--- config.mk ---
export PLATFORM = sky130hd
export DESIGN_NAME = ps2_device_rxtx
export DESIGN_NICKNAME = d
export VERILOG_FILES = /design/src/rtl/ps2_dev_pkg.sv /design/src/rtl/ps2_dev_cellgen.sv /design/src/rtl/ps2_device_rxtx.sv
export SDC_FILE = /design/constraint.sdc
export NUM_CORES = 1
export LEC_CHECK = 0
export BUFFER_PORTS_ARGS = -buffer_cell sky130_fd_sc_hd__buf_2
export CAP_MARGIN = 20
export CORE_MARGIN = 3
export CORE_UTILIZATION = 30
export DETAILED_ROUTE_END_ITERATION = 10
export GPL_TIMING_DRIVEN = 0
export PLACE_DENSITY = 0.5
export RECOVER_POWER = 50
export SYNTH_ARGS = -nofsm -noshare
export SYNTH_HDL_FRONTEND = slang
export SYNTH_SLANG_ARGS = --single-unit
--- constraint.sdc ---
create_clock -name clk -period 2.6 [get_ports clk]
set_input_delay 0.26 -clock clk [delete_from_list [all_inputs] [get_ports clk]]
set_output_delay 0.26 -clock clk [all_outputs]
set_load 0.1 [all_outputs]
--- src/rtl/ps2_dev_pkg.sv ---
// Shared types and frame constants for the device-side PS/2 transceiver.
package ps2_dev_pkg;

  typedef enum logic [2:0] {
    ST_IDLE,
    ST_TX,
    ST_HOST_HOLD,
    ST_RX,
    ST_ACK,
    ST_GAP
  } state_t;

  // TX cells start with the clock high, RX cells start with it low
  typedef enum logic {
    MODE_TX,
    MODE_RX
  } cell_mode_t;

  localparam int   FRAME_BITS     = 11;
  localparam int   RX_SAMPLE_BITS = 10;
  localparam logic START          = 1'b0;
  localparam logic STOP           = 1'b1;

  function automatic logic odd_parity(input logic [7:0] d);
    return ~^d;
  endfunction

endpackage

--- src/rtl/ps2_dev_cellgen.sv ---
// Cell timer for generated PS/2 clock: two half-periods per cell, 11 cells per frame.
module ps2_dev_cellgen
  import ps2_dev_pkg::*;
#(
  parameter int HALF_CYCLES = 2000
) (
  input  logic       clk,
  input  logic       rst,
  input  logic       start,
  input  logic       clear,
  input  cell_mode_t mode,
  output logic       phase_high,
  output logic       cell_start,
  output logic       phase_end,
  output logic       mid_high,
  output logic       cell_end,
  output logic [3:0] cell_idx
);

  localparam int             TW        = $clog2(HALF_CYCLES);
  localparam logic [TW-1:0]  T_LAST    = TW'(HALF_CYCLES - 1);
  localparam logic [TW-1:0]  T_MID     = TW'(HALF_CYCLES / 2);
  localparam logic [3:0]     LAST_CELL = 4'(FRAME_BITS - 1);

  logic          busy;
  logic          second_half;
  logic [TW-1:0] timer;

  // The frame stops by itself after the last cell; clear kills it early
  always_ff @(posedge clk or negedge rst) begin
    if (!rst) begin
      busy        <= 1'b0;
      second_half <= 1'b0;
      phase_high  <= 1'b0;
      timer       <= '0;
      cell_idx    <= '0;
    end else if (clear) begin
      busy <= 1'b0;
    end else if (start) begin
      busy        <= 1'b1;
      second_half <= 1'b0;
      phase_high  <= (mode == MODE_TX);
      timer       <= '0;
      cell_idx    <= '0;
    end else if (busy) begin
      if (timer == T_LAST) begin
        timer       <= '0;
        phase_high  <= ~phase_high;
        second_half <= ~second_half;
        if (second_half) begin
          if (cell_idx == LAST_CELL) busy <= 1'b0;
          else cell_idx <= cell_idx + 4'd1;
        end
      end else begin
        timer <= timer + 1'b1;
      end
    end
  end

  assign phase_end  = busy && (timer == T_LAST);
  assign cell_end   = phase_end && second_half;
  assign cell_start = busy && !second_half && (timer == '0);
  assign mid_high   = busy && phase_high && (timer == T_MID);

endmodule

--- src/rtl/ps2_device_rxtx.sv ---
// Device-side PS/2 transceiver: owns the PS/2 clock, sends device frames, accepts host commands.
module ps2_device_rxtx
  import ps2_dev_pkg::*;
#(
  parameter int HALF_CYCLES = 2000,
  parameter int GAP_CYCLES  = 4000
) (
  input  logic       clk,
  input  logic       rst,
  input  logic       ps2_clk_in,
  input  logic       ps2_data_in,
  output logic       ps2_clk_oe,
  output logic       ps2_data_oe,
  input  logic       tx_stb,
  input  logic [7:0] tx_data,
  output logic       tx_ready,
  output logic       tx_done,
  output logic       tx_abort,
  output logic       rx_valid,
  output logic [7:0] rx_data,
  output logic       rx_parity_err
);

  localparam int            IW        = $clog2(GAP_CYCLES + 1);
  localparam logic [IW-1:0] GAP_LAST  = IW'(GAP_CYCLES);
  localparam logic [3:0]    LAST_CELL = 4'(FRAME_BITS - 1);
  localparam logic [3:0]    STOP_CELL = 4'(RX_SAMPLE_BITS - 1);

  state_t state, state_n;
  logic [1:0] clk_sync, data_sync;
  logic       clk_s, data_s;
  logic [IW-1:0] idle_cnt;
  logic       bus_idle;
  logic [2:0] clk_hist;
  logic       pending_valid;
  logic [7:0] pending_byte;
  logic [RX_SAMPLE_BITS-1:0] rx_bits;
  logic [FRAME_BITS-1:0]     tx_frame;
  logic       cg_start, cg_clear, cg_phase_high, cg_cell_start;
  logic       cg_phase_end, cg_mid_high, cg_cell_end;
  logic [3:0] cg_cell_idx;
  cell_mode_t cg_mode;
  logic       done_n, abort_n, valid_n;

  ps2_dev_cellgen #(.HALF_CYCLES(HALF_CYCLES)) u_cellgen (
    .clk        (clk),
    .rst        (rst),
    .start      (cg_start),
    .clear      (cg_clear),
    .mode       (cg_mode),
    .phase_high (cg_phase_high),
    .cell_start (cg_cell_start),
    .phase_end  (cg_phase_end),
    .mid_high   (cg_mid_high),
    .cell_end   (cg_cell_end),
    .cell_idx   (cg_cell_idx)
  );

  assign clk_s    = clk_sync[1];
  assign data_s   = data_sync[1];
  assign bus_idle = (idle_cnt == GAP_LAST);
  assign tx_ready = (state == ST_IDLE) && !pending_valid && bus_idle;
  assign tx_frame = {STOP, odd_parity(pending_byte), pending_byte, START};

  always_ff @(posedge clk or negedge rst) begin
    if (!rst) begin
      state         <= ST_IDLE;
      clk_sync      <= 2'b11;
      data_sync     <= 2'b11;
      idle_cnt      <= '0;
      clk_hist      <= '0;
      pending_valid <= 1'b0;
      pending_byte  <= '0;
      rx_bits       <= '0;
      tx_done       <= 1'b0;
      tx_abort      <= 1'b0;
      rx_valid      <= 1'b0;
      rx_data       <= '0;
      rx_parity_err <= 1'b0;
    end else begin
      state     <= state_n;
      clk_sync  <= {clk_sync[0], ps2_clk_in};
      data_sync <= {data_sync[0], ps2_data_in};
      clk_hist  <= {clk_hist[1:0], ps2_clk_oe};
      if (!(clk_s && data_s)) idle_cnt <= '0;
      else if (!bus_idle) idle_cnt <= idle_cnt + 1'b1;
      tx_done  <= done_n;
      tx_abort <= abort_n;
      rx_valid <= valid_n;
      if (done_n) pending_valid <= 1'b0;
      else if (tx_stb && tx_ready) begin
        pending_valid <= 1'b1;
        pending_byte  <= tx_data;
      end
      if (state == ST_RX && cg_cell_start && cg_cell_idx == 4'd0) rx_bits <= '0;
      else if (state == ST_RX && cg_mid_high) rx_bits[cg_cell_idx] <= data_s;
      if (valid_n) begin
        rx_data       <= rx_bits[7:0];
        rx_parity_err <= ~^rx_bits[8:0];
      end
    end
  end

  // clk_hist masks our own just-released clock edge still working through the synchronizer
  always_comb begin
    state_n  = state;
    cg_start = 1'b0;
    cg_clear = 1'b0;
    cg_mode  = MODE_TX;
    done_n   = 1'b0;
    abort_n  = 1'b0;
    valid_n  = 1'b0;
    case (state)
      ST_IDLE: begin
        if (!clk_s) state_n = ST_HOST_HOLD;
        else if (pending_valid && bus_idle) begin
          state_n  = ST_TX;
          cg_start = 1'b1;
        end
      end
      ST_TX: begin
        if (cg_phase_end && cg_phase_high && cg_cell_idx < LAST_CELL && !clk_s) begin
          state_n  = ST_IDLE;
          cg_clear = 1'b1;
          abort_n  = 1'b1;
        end else if (cg_cell_end && cg_cell_idx == LAST_CELL) begin
          state_n = ST_GAP;
          done_n  = 1'b1;
        end
      end
      ST_HOST_HOLD: begin
        if (clk_s) begin
          if (!data_s) begin
            state_n  = ST_RX;
            cg_start = 1'b1;
            cg_mode  = MODE_RX;
          end else begin
            state_n = ST_IDLE;
          end
        end
      end
      ST_RX: begin
        if (cg_cell_end && cg_cell_idx == STOP_CELL) begin
          if (rx_bits[STOP_CELL]) state_n = ST_ACK;
          else begin
            state_n  = ST_GAP;
            cg_clear = 1'b1;
          end
        end
      end
      ST_ACK: begin
        if (cg_cell_end) begin
          state_n = ST_GAP;
          valid_n = 1'b1;
        end
      end
      ST_GAP: begin
        if (!clk_s && clk_hist == 3'b000) state_n = ST_HOST_HOLD;
        else if (bus_idle) state_n = ST_IDLE;
      end
      default: state_n = ST_IDLE;
    endcase
  end

  assign ps2_clk_oe  = (state == ST_TX || state == ST_RX || state == ST_ACK) && !cg_phase_high;
  assign ps2_data_oe = (state == ST_TX) ? ~tx_frame[cg_cell_idx] : (state == ST_ACK);

endmodule

==> results of run 1 <==
-- worst max-delay path, stage by stage (launching register included) --
cell	delay, ns
sky130_fd_sc_hd__dfrtp_1	0.44
sky130_fd_sc_hd__or3b_1	0.51
sky130_fd_sc_hd__or4_4	0.57
sky130_fd_sc_hd__o21ai_0	0.21
sky130_fd_sc_hd__nor4b_4	0.29
sky130_fd_sc_hd__mux2_1	0.37
-- per-stage QoR --
step / power [mW] / cell area (um^2) / setup WS (ns)
final: 3.29 / 4570 / 0.0856
after global routing: 3.48 / 4570 / 0.00523
after CTS: 3.31 / 4520 / 0.00699
after detailed placement: 2.18 / 4220 / -0.114
after global placement: 2.17 / 4200 / -0.0944
after floorplan: 1.97 / 3850 / 0.243
-- registers in the layout (all words and copies together), names as in the netlist, 2 cells and up --
name	flops
u_cellgen.timer	11
rx_bits	10
data_sync	2
clk_sync	2
idle_cnt	12
u_cellgen.cell_idx	4
clk_hist	3
pending_byte	8
state	3
rx_data	8
-- power by group --
part	switching [mW]	internal [mW]	leakage (nW)
Sequential	0.114	1.21	0.951
Combinational	0.567	0.306	0.961
Clock	0.454	0.637	0.121
-- layer usage --
layer  vias up  global-route usage [%]
met4         0                    3.62
met2        35                    19.1
met1      1409                    18.6
met3         8                    3.13
met5         -                       0
li1       1425                       -
-- synthesized netlist by cell type (4+ instances only) --
master,number
sky130_fd_sc_hd__a21oi_1,13
sky130_fd_sc_hd__nand2_1,15
sky130_fd_sc_hd__and3_1,6
sky130_fd_sc_hd__or4_1,5
sky130_fd_sc_hd__o211ai_1,4
sky130_fd_sc_hd__inv_1,13
sky130_fd_sc_hd__nor3_1,7
sky130_fd_sc_hd__clkbuf_1,9
sky130_fd_sc_hd__dfrtp_1,67
sky130_fd_sc_hd__nand3_1,13
sky130_fd_sc_hd__xnor2_1,20
sky130_fd_sc_hd__o21ai_0,19
sky130_fd_sc_hd__nand4_1,14
sky130_fd_sc_hd__buf_2,4
sky130_fd_sc_hd__dfstp_2,4
sky130_fd_sc_hd__o31ai_1,5
sky130_fd_sc_hd__a31oi_1,5
sky130_fd_sc_hd__xor2_1,8
sky130_fd_sc_hd__nor2_1,38
sky130_fd_sc_hd__mux2i_1,14
sky130_fd_sc_hd__mux2_2,19
sky130_fd_sc_hd__or3_1,4
sky130_fd_sc_hd__ha_1,8
-- worst paths after layout --
kind,to,slack (ns),cells after the start
worst min register to register,clk_sync[1],0.35,0
max in group asynchronous,idle_cnt[11],0.58,3
min in group asynchronous,rx_parity_err,0.59,2
worst min-delay path,data_sync[0],0.03,1
worst max register to register,state[1],0.09,5
worst max-delay path,state[1],0.09,5
-- area by class of cell --
class                           instances  area [um^2]
Clock buffer                           11          233
Clock inverter                          4         25.0
Multi-Input combinational cell        270         2020
Inverter                               13         48.8
Timing Repair Buffer                   36          205
Tap cell                              168          210
Buffer                                 13         55.1
Sequential cell                        71         1780
Fill cell                            1260         7690
-- cells by family (layout without fill, tap and decap cells) --
family / after synthesis / count (layout) / synth area share, %
simple gates: 140 / 140 / 21.7
flops: 71 / 71 / 46.3
compound gates: 59 / 59 / 10.1
mux: 35 / 35 / 10.1
xor+xnor: 28 / 28 / 6.38
buf+inv: 27 / 77 / 2.77
fa+ha+maj: 8 / 8 / 2.60
-- what timing repair did --
item,in CTS,in global routing
hold endpoints to repair,34,0
hold buffers,1,0
resized for setup,3,8
setup buffers,2,5
pin swaps,1,1
endpoints found under the setup margin,15,25
==> flow_summary.json, run 1 <==
{
  "detailroute.wirelength.met2_um": 3840,
  "cts_max_path_buffers": 2,
  "drt-initial-drc-count": 117,
  "gpl.final_weighted_congestion": 0.767,
  "wl_met1_um": 4400,
  "grt-ovfl-total": 0,
  "floorplan.initialDensity_pct": 31.4,
  "synth.top_cells.by_area": "sky130_fd_sc_hd__dfrtp_1 44%, sky130_fd_sc_hd__mux2_2 5.6%, sky130_fd_sc_hd__xnor2_1 4.6%, sky130_fd_sc_hd__nor2_1 3.7%, sky130_fd_sc_hd__mux2i_1 3.6%",
  "post_synthesis_average_cell_area_um2": 10.5,
  "layout_commonest_cell": "sky130_fd_sc_hd__dfrtp_1",
  "boundaryPins": 28,
  "die-area_mm2": 0.0142,
  "hold_violations": 0,
  "synth_enable_flop_cells": 0,
  "antenna_left": 0,
  "powerDensity_mw_per_mm2": 719,
  "setup_tns_ns": 0,
  "postSynthNetCount": 389,
  "final_util_pct": 37.3,
  "grt_pass1_vias": 2797,
  "ys_types": 61,
  "path_max_fanout": 6,
  "worst_pin_slew_ns": 0.932,
  "rr_startpoint": "u_cellgen.timer[5]",
  "rsz0062_at_grt": "no",
  "antenna_cells": 0,
  "setup.worst_path.class": "reg2reg",
  "wire_per_inst_um": 14.7,
  "grt_max_degree": 38,
  "clockRootBuffer": "sky130_fd_sc_hd__clkbuf_16",
  "async_flop_share_pct": 100,
  "finalClockSkew_ns": 0.00618,
  "outcome": "finished clean",
  "placed_cells_incl_taps": 564,
  "synth_top_cell_by_area": "sky130_fd_sc_hd__dfrtp_1",
  "crit_path_start": "u_cellgen.timer[5]",
  "clock_tree_from_tritoncts": "yes",
  "crit_arrival_ns": 2.72,
  "layout.cells.most_common_list": "67 x sky130_fd_sc_hd__dfrtp_1, 38 x sky130_fd_sc_hd__nor2_1, 27 x sky130_fd_sc_hd__buf_2",
  "core_mm2": 0.0123,
  "wl_met3_um": 253,
  "synth_top_area_share_pct": 43.6,
  "highest_layer": "met4",
  "final_max_slew_viol_count": 0,
  "cts_buffer_count": 9,
  "number_of_clock_sinks": 71,
  "first_pass_grt_wire_length_um": 14800,
  "htree_num_levels": 3,
  "antenna_found_initial": 0,
  "critical_path.endpoint_type": "flip-flop",
  "postSynthRegisterBits": 71,
  "final_layout_size_suffix_gt1_share_pct": 23.4,
  "setup_viol": 0,
  "clock_latency_ns": 0.33,
  "die_w_um": 119,
  "power.ir.vdd_worst_mv": 0.436,
  "synth-warning-count": 0,
  "finish.net_count": 435,
  "drv.max_cap_violation_count": 0,
  "dr.pass1.iters": 4,
  "final.hold.worst_slack_ns": 0.0310,
  "syn2layout_area_growth_pct": 18.9,
  "cts.clk_slew.worst_paths_ns": 0.06,
  "hp-start": "ps2_data_in",
  "dominantRegCellSynth": "sky130_fd_sc_hd__dfrtp_1",
  "nature_of_the_critical_path_startpoint": "flip-flop",
  "place.detailed.hpwl_um": 6200,
  "fp.dieH_um": 119,
  "finalCriticalPeriod_ns": 2.51,
  "num_rows": 40,
  "timing.max_slew.rel_slack_pct": 37.9,
  "fmax_mhz": 398,
  "leakagePower_nw": 2.03,
  "port-buffer-count": 27,
  "finish.cell_count_without_fillers": 586,
  "avgViaCountPerCell": 4.91,
  "detail_route.wirelength_um": 8590,
  "yosysSeqAreaShare_pct": 46.3,
  "min-delay-path-class": "in2reg",
  "drcViolationCount": 0,
  "final.period_utilization_pct": 96.7,
  "vias": 2877,
  "grt.total_usage_pct": 12.9,
  "synth_area_mm2": 0.00385,
  "cp_data_required_time_ns": 2.80,
  "syn-instance-count": 368
}
Power figures use the tool's default switching activity.
==> run 2, diff against run 1 <==
Settings changed: HOLD_SLACK_MARGIN set to 0.1.
==> flow_summary.json, run 2 (synthesis results as in run 1) <==
{
  "final_layout_size_suffix_gt1_share_pct": 23.3,
  "hold_violations": 0,
  "nature_of_the_critical_path_startpoint": "flip-flop",
  "boundaryPins": 28,
  "finish.cell_count_without_fillers": 588,
  "fin_ws_ns": 0.0847,
  "critical_path.endpoint_type": "flip-flop",
  "largest_registers": "idle_cnt x12, u_cellgen.timer x11, rx_bits x10",
  "grt.total_usage_pct": 12.9,
  "detailed_place.area_mm2": 0.00422,
  "powerDensity_mw_per_mm2": 716,
  "leakagePower_nw": 2.04,
  "layout.cells.most_common_list": "67 x sky130_fd_sc_hd__dfrtp_1, 38 x sky130_fd_sc_hd__nor2_1, 27 x sky130_fd_sc_hd__buf_2",
  "outcome": "finished clean",
  "min-delay-path-class": "in2reg",
  "fp.dieH_um": 119,
  "power.ir.vdd_worst_mv": 0.436,
  "slowest_stage_cell_crit_path": "sky130_fd_sc_hd__or4_4",
  "timing.reg2reg.worst_path_depth": 5,
  "wire_per_inst_um": 14.6,
  "dr.pass1.iters": 4,
  "timing.max_slew.rel_slack_pct": 38.0,
  "cts_max_path_buffers": 2,
  "ff2ff_setup_slack_ns": 0.08,
  "timing.critical_path.buf_inv": 0,
  "drt-initial-drc-count": 124,
  "cp_top_family": "simple AND/OR/NAND/NOR gates",
  "finalClockSkew_ns": 0.00618,
  "slowest_delay_ns": 0.57,
  "hp-start": "tx_data[5]",
  "fmax_mhz": 398,
  "rr_startpoint": "u_cellgen.timer[5]",
  "avgViaCountPerCell": 4.91,
  "final_max_slew_viol_count": 0,
  "vias": 2887,
  "setup.worst_path.class": "reg2reg",
  "core_mm2": 0.0123,
  "worst_pin_slew_ns": 0.930,
  "antenna_found_initial": 0,
  "placed_cells_incl_taps": 564,
  "hold_path_end": "pending_byte[5]",
  "cts_buffer_count": 9,
  "layout_commonest_cell": "sky130_fd_sc_hd__dfrtp_1",
  "post_route_cell_area_mm2": 0.00459,
  "final_util_pct": 37.5,
  "drcViolationCount": 0,
  "clock_latency_ns": 0.33,
  "rsz0062_at_grt": "no",
  "final.period_utilization_pct": 96.7,
  "drv.max_cap_violation_count": 0,
  "die_w_um": 119,
  "first_pass_grt_wire_length_um": 14900,
  "floorplan.initialDensity_pct": 31.4,
  "gpl.final_weighted_congestion": 0.767,
  "setup_viol": 0,
  "grt_pass1_vias": 2815,
  "syn2layout_area_growth_pct": 19.5,
  "cp_cell_sequence": "or3b_1 > or4_4 > o21ai_0 > nor4b_4 > mux2_1",
  "power_total_mw": 3.29,
  "number_of_clock_sinks": 71,
  "hold_depth": 2,
  "worst-path-stages": 5,
  "detail_route.wirelength_um": 8610,
  "crit_arrival_ns": 2.72,
  "port-buffer-count": 27,
  "antenna_left": 0,
  "setup_slack_after_placement_ns": -0.114,
  "clockRootBuffer": "sky130_fd_sc_hd__clkbuf_16",
  "cts.clk_slew.worst_paths_ns": 0.06,
  "num_rows": 40,
  "place.detailed.hpwl_um": 6200,
  "path_max_fanout": 6,
  "largest_register": "idle_cnt",
  "grt-ovfl-total": 0,
  "r2r_end": "state[1]",
  "cp_data_required_time_ns": 2.80,
  "antenna_cells": 0,
  "finish.net_count": 437,
  "die-area_mm2": 0.0142,
  "grt_max_degree": 38,
  "htree_num_levels": 3,
  "flip_flop_count_of_the_largest_register_after_layout": 12,
  "clock_tree_from_tritoncts": "yes",
  "finalCriticalPeriod_ns": 2.52
}
run 2: cell count changes in the layout (fill, tap and decap cells not counted), sizes merged:
cell / delta
dlygate4sd3: +2
run 2: worst max-delay path by stage:
stage	start	endpoint	slack [ns]
after floorplan	idle_cnt[3]	state[0]	0.24
after CTS	u_cellgen.cell_idx[0]	ps2_data_oe	0.007
after global placement	u_cellgen.timer[0]	u_cellgen.second_half	-0.09
final	u_cellgen.timer[5]	state[1]	0.08
after detailed placement	u_cellgen.timer[0]	u_cellgen.timer[4]	-0.11
after global routing	u_cellgen.cell_idx[0]	ps2_data_oe	0.005
run 2: routing by layer:
| metal | share of wire (%) | vias to the layer above | global-route usage (%) |
|---|---|---|---|
| met4 | 1.2 | 0 | 3.62 |
| li1 | - | 1432 | - |
| met5 | 0 | - | 0 |
| met3 | 2.7 | 8 | 3.13 |
| met2 | 45 | 33 | 19.3 |
| met1 | 51 | 1414 | 18.6 |
run 2: layout make-up:
cell class,count,area [um^2]
Fill cell,1258,7670
Inverter,13,48.8
Buffer,13,55.1
Multi-Input combinational cell,270,2020
Timing Repair Buffer,38,225
Clock buffer,11,233
Clock inverter,4,25.0
Sequential cell,71,1780
Tap cell,168,210
run 2: power breakdown:
| part | leakage (nW) | switching [mW] | internal [mW] |
|---|---|---|---|
| Combinational | 0.970 | 0.567 | 0.308 |
| Sequential | 0.951 | 0.114 | 1.21 |
| Clock | 0.121 | 0.453 | 0.637 |
| Total | 2.04 | 1.13 | 2.15 |
run 2: metrics by stage:
stage / hold WS (ns) / setup TNS [ns]
6_report: 0.165 / 0
5_1_grt: 0.153 / 0
4_1_cts: 0.153 / 0
3_5_place_dp: 0.256 / -1.06
3_3_place_gp: 0.345 / -0.879
2_1_floorplan: -0.0356 / 0
run 2: timing repair:
item	CTS	global route
hold buffers	3	0
gates resized for setup	3	8
endpoints found under the hold margin	36	0
buffers inserted	2	5
cloned	0	0
endpoints found under the setup margin	15	25
pin swaps	1	1
run 2: worst register-to-register path, cell delays in order, from the launching register on:
cell and delay [ns]:
sky130_fd_sc_hd__dfrtp_1 0.44, sky130_fd_sc_hd__or3b_1 0.51, sky130_fd_sc_hd__or4_4 0.57, sky130_fd_sc_hd__o21ai_0 0.21
sky130_fd_sc_hd__nor4b_4 0.29, sky130_fd_sc_hd__mux2_1 0.37
==> run 3, diff against run 2 <==
Settings changed: RECOVER_POWER 50 to 25.
==> flow_summary.json, run 3 (synthesis results as in run 1) <==
{
  "largest_register": "idle_cnt",
  "worst_pin_slew_ns": 0.928,
  "clock_latency_ns": 0.33,
  "cts_buffer_count": 9,
  "syn2layout_area_growth_pct": 19.8,
  "crit_path_start": "u_cellgen.timer[5]",
  "hp-start": "tx_data[5]",
  "core_mm2": 0.0123,
  "path_max_fanout": 6,
  "avgViaCountPerCell": 4.91,
  "combinationalPowerShare_pct": 26.7,
  "hold_violations": 0,
  "first_pass_grt_wire_length_um": 14900,
  "flip_flop_count_of_the_largest_register_after_layout": 12,
  "critical_path.endpoint_type": "flip-flop",
  "drv.max_cap_violation_count": 0,
  "drcViolationCount": 0,
  "final.period_utilization_pct": 96.7,
  "setup_viol": 0,
  "detailed_place.area_mm2": 0.00422,
  "drt-initial-drc-count": 124,
  "timing.reg2reg.worst_path_depth": 5,
  "fp.dieH_um": 119,
  "cts_max_path_buffers": 2,
  "fmax_mhz": 398,
  "rr_startpoint": "u_cellgen.timer[5]",
  "grt.total_usage_pct": 12.9,
  "switchingPower_mw": 1.13,
  "layout.cells.most_common_list": "67 x sky130_fd_sc_hd__dfrtp_1, 38 x sky130_fd_sc_hd__nor2_1, 27 x sky130_fd_sc_hd__buf_2",
  "htree_num_levels": 3,
  "timing.max_slew.rel_slack_pct": 38.1,
  "num_rows": 40,
  "r2r_end": "state[1]",
  "setup_tns_ns": 0,
  "clockPowerShare_pct": 33.1,
  "place.detailed.hpwl_um": 6200,
  "boundaryPins": 28,
  "antenna_left": 0,
  "num-fill-cells": 1256,
  "dr.pass1.iters": 4,
  "vias": 2888,
  "power.ir.vdd_worst_mv": 0.436,
  "floorplan.initialDensity_pct": 31.4,
  "gpl.final_weighted_congestion": 0.767,
  "post_route_cell_area_mm2": 0.00461,
  "antenna_found_initial": 0,
  "final_max_slew_viol_count": 0,
  "number_of_clock_sinks": 71,
  "largest_registers": "idle_cnt x12, u_cellgen.timer x11, rx_bits x10",
  "antenna_cells": 0,
  "cts.clk_slew.worst_paths_ns": 0.06,
  "grt_max_degree": 38,
  "wire_per_inst_um": 14.7,
  "detail_route.wirelength_um": 8620,
  "power_switching_share_pct": 34.5,
  "finalCriticalPeriod_ns": 2.52,
  "setup.worst_path.class": "reg2reg",
  "powerDensity_mw_per_mm2": 714,
  "grt-ovfl-total": 0,
  "clockRootBuffer": "sky130_fd_sc_hd__clkbuf_16",
  "leakagePower_nw": 2.05,
  "finalClockSkew_ns": 0.00614,
  "outcome": "finished clean",
  "setup.worst_path.end": "state[1]",
  "port-buffer-count": 27,
  "layout_commonest_cell": "sky130_fd_sc_hd__dfrtp_1",
  "nature_of_the_critical_path_startpoint": "flip-flop",
  "clock_tree_from_tritoncts": "yes",
  "cellInternalPower_mw": 2.16,
  "finish.net_count": 437,
  "die_w_um": 119,
  "min-delay-path-class": "in2reg",
  "die-area_mm2": 0.0142,
  "grt_pass1_vias": 2815,
  "cp_data_required_time_ns": 2.80,
  "rsz0062_at_grt": "no",
  "ff2ff_setup_slack_ns": 0.08,
  "share_of_power_burned_in_registers_pct": 40.2,
  "final_layout_size_suffix_gt1_share_pct": 23.6,
  "crit_arrival_ns": 2.72
}
==> run 3: metrics by stage <==
step | hold WS (ns) | std cells | power, mW | setup slack (ns) | util, %
finish | 0.165 | 588 | 3.29 | 0.0847 | 37.6
global route | 0.153 | 588 | 3.49 | 0.00523 | 37.6
CTS | 0.153 | 584 | 3.31 | 0.00699 | 37.0
detailed placement | 0.256 | 564 | 2.18 | -0.114 | 34.4
global placement | 0.345 | 563 | 2.17 | -0.0944 | 34.2
floorplan | -0.0356 | 368 | 1.97 | 0.243 | -
==> run 3: layout make-up <==
| class | instances | area (um^2) | share of cell area (%) |
|---|---|---|---|
| well taps | 168 | 210 | 4.56 |
| repair buffers | 38 | 240 | 5.21 |
| plain buffers | 13 | 55.1 | 1.19 |
| inverters | 13 | 48.8 | 1.06 |
| multi-input cells | 270 | 2020 | 43.7 |
| clock buffers | 11 | 233 | 5.05 |
| flip-flops and latches | 71 | 1780 | 38.7 |
| clock inverters | 4 | 25.0 | 0.543 |
==> run 3: worst min-delay path by stage <==
| stage | endpoint | depth (start not counted) | slack [ns] |
|---|---|---|---|
| finish | pending_byte[5] | 2 | 0.17 |
| global route | pending_byte[2] | 2 | 0.15 |
| CTS | pending_byte[5] | 2 | 0.15 |
| detailed placement | rx_parity_err | 1 | 0.26 |
| global placement | clk_sync[1] | 0 | 0.35 |
| floorplan | clk_hist[0] | 0 | -0.04 |
==> run 3: worst max-delay path, cell delays in order (launching register included) <==
cell and delay (ns):
sky130_fd_sc_hd__dfrtp_1 0.44, sky130_fd_sc_hd__or3b_1 0.51, sky130_fd_sc_hd__or4_4 0.57, sky130_fd_sc_hd__o21ai_0 0.21
sky130_fd_sc_hd__nor4b_4 0.29, sky130_fd_sc_hd__mux2_1 0.37
==> run 3: repair_timing <==
action,in CTS,in global routing
endpoints found under the hold margin,36,0
endpoints found under the setup margin,15,25
gates resized for setup,3,8
pin swaps,1,1
buffers inserted,2,5
hold buffers,3,0
==> run 3: layer usage <==
metal / track usage, % / vias to the layer above / share of wire (%)
met5: 0 / - / 0
met4: 3.62 / 0 / 1.1
met3: 3.13 / 8 / 2.6
met2: 19.3 / 31 / 45
met1: 18.6 / 1417 / 51
li1: - / 1432 / -
==> run 3: power by group through the flow <==
stage / registers, mW / clock network (mW) / logic, mW
5_1_grt: 1.34 / 1.17 / 0.977
3_3_place_gp: 1.33 / 0 / 0.838
3_5_place_dp: 1.33 / 0 / 0.852
2_1_floorplan: 1.30 / 0 / 0.675
4_1_cts: 1.32 / 1.13 / 0.867
6_report: 1.32 / 1.09 / 0.878
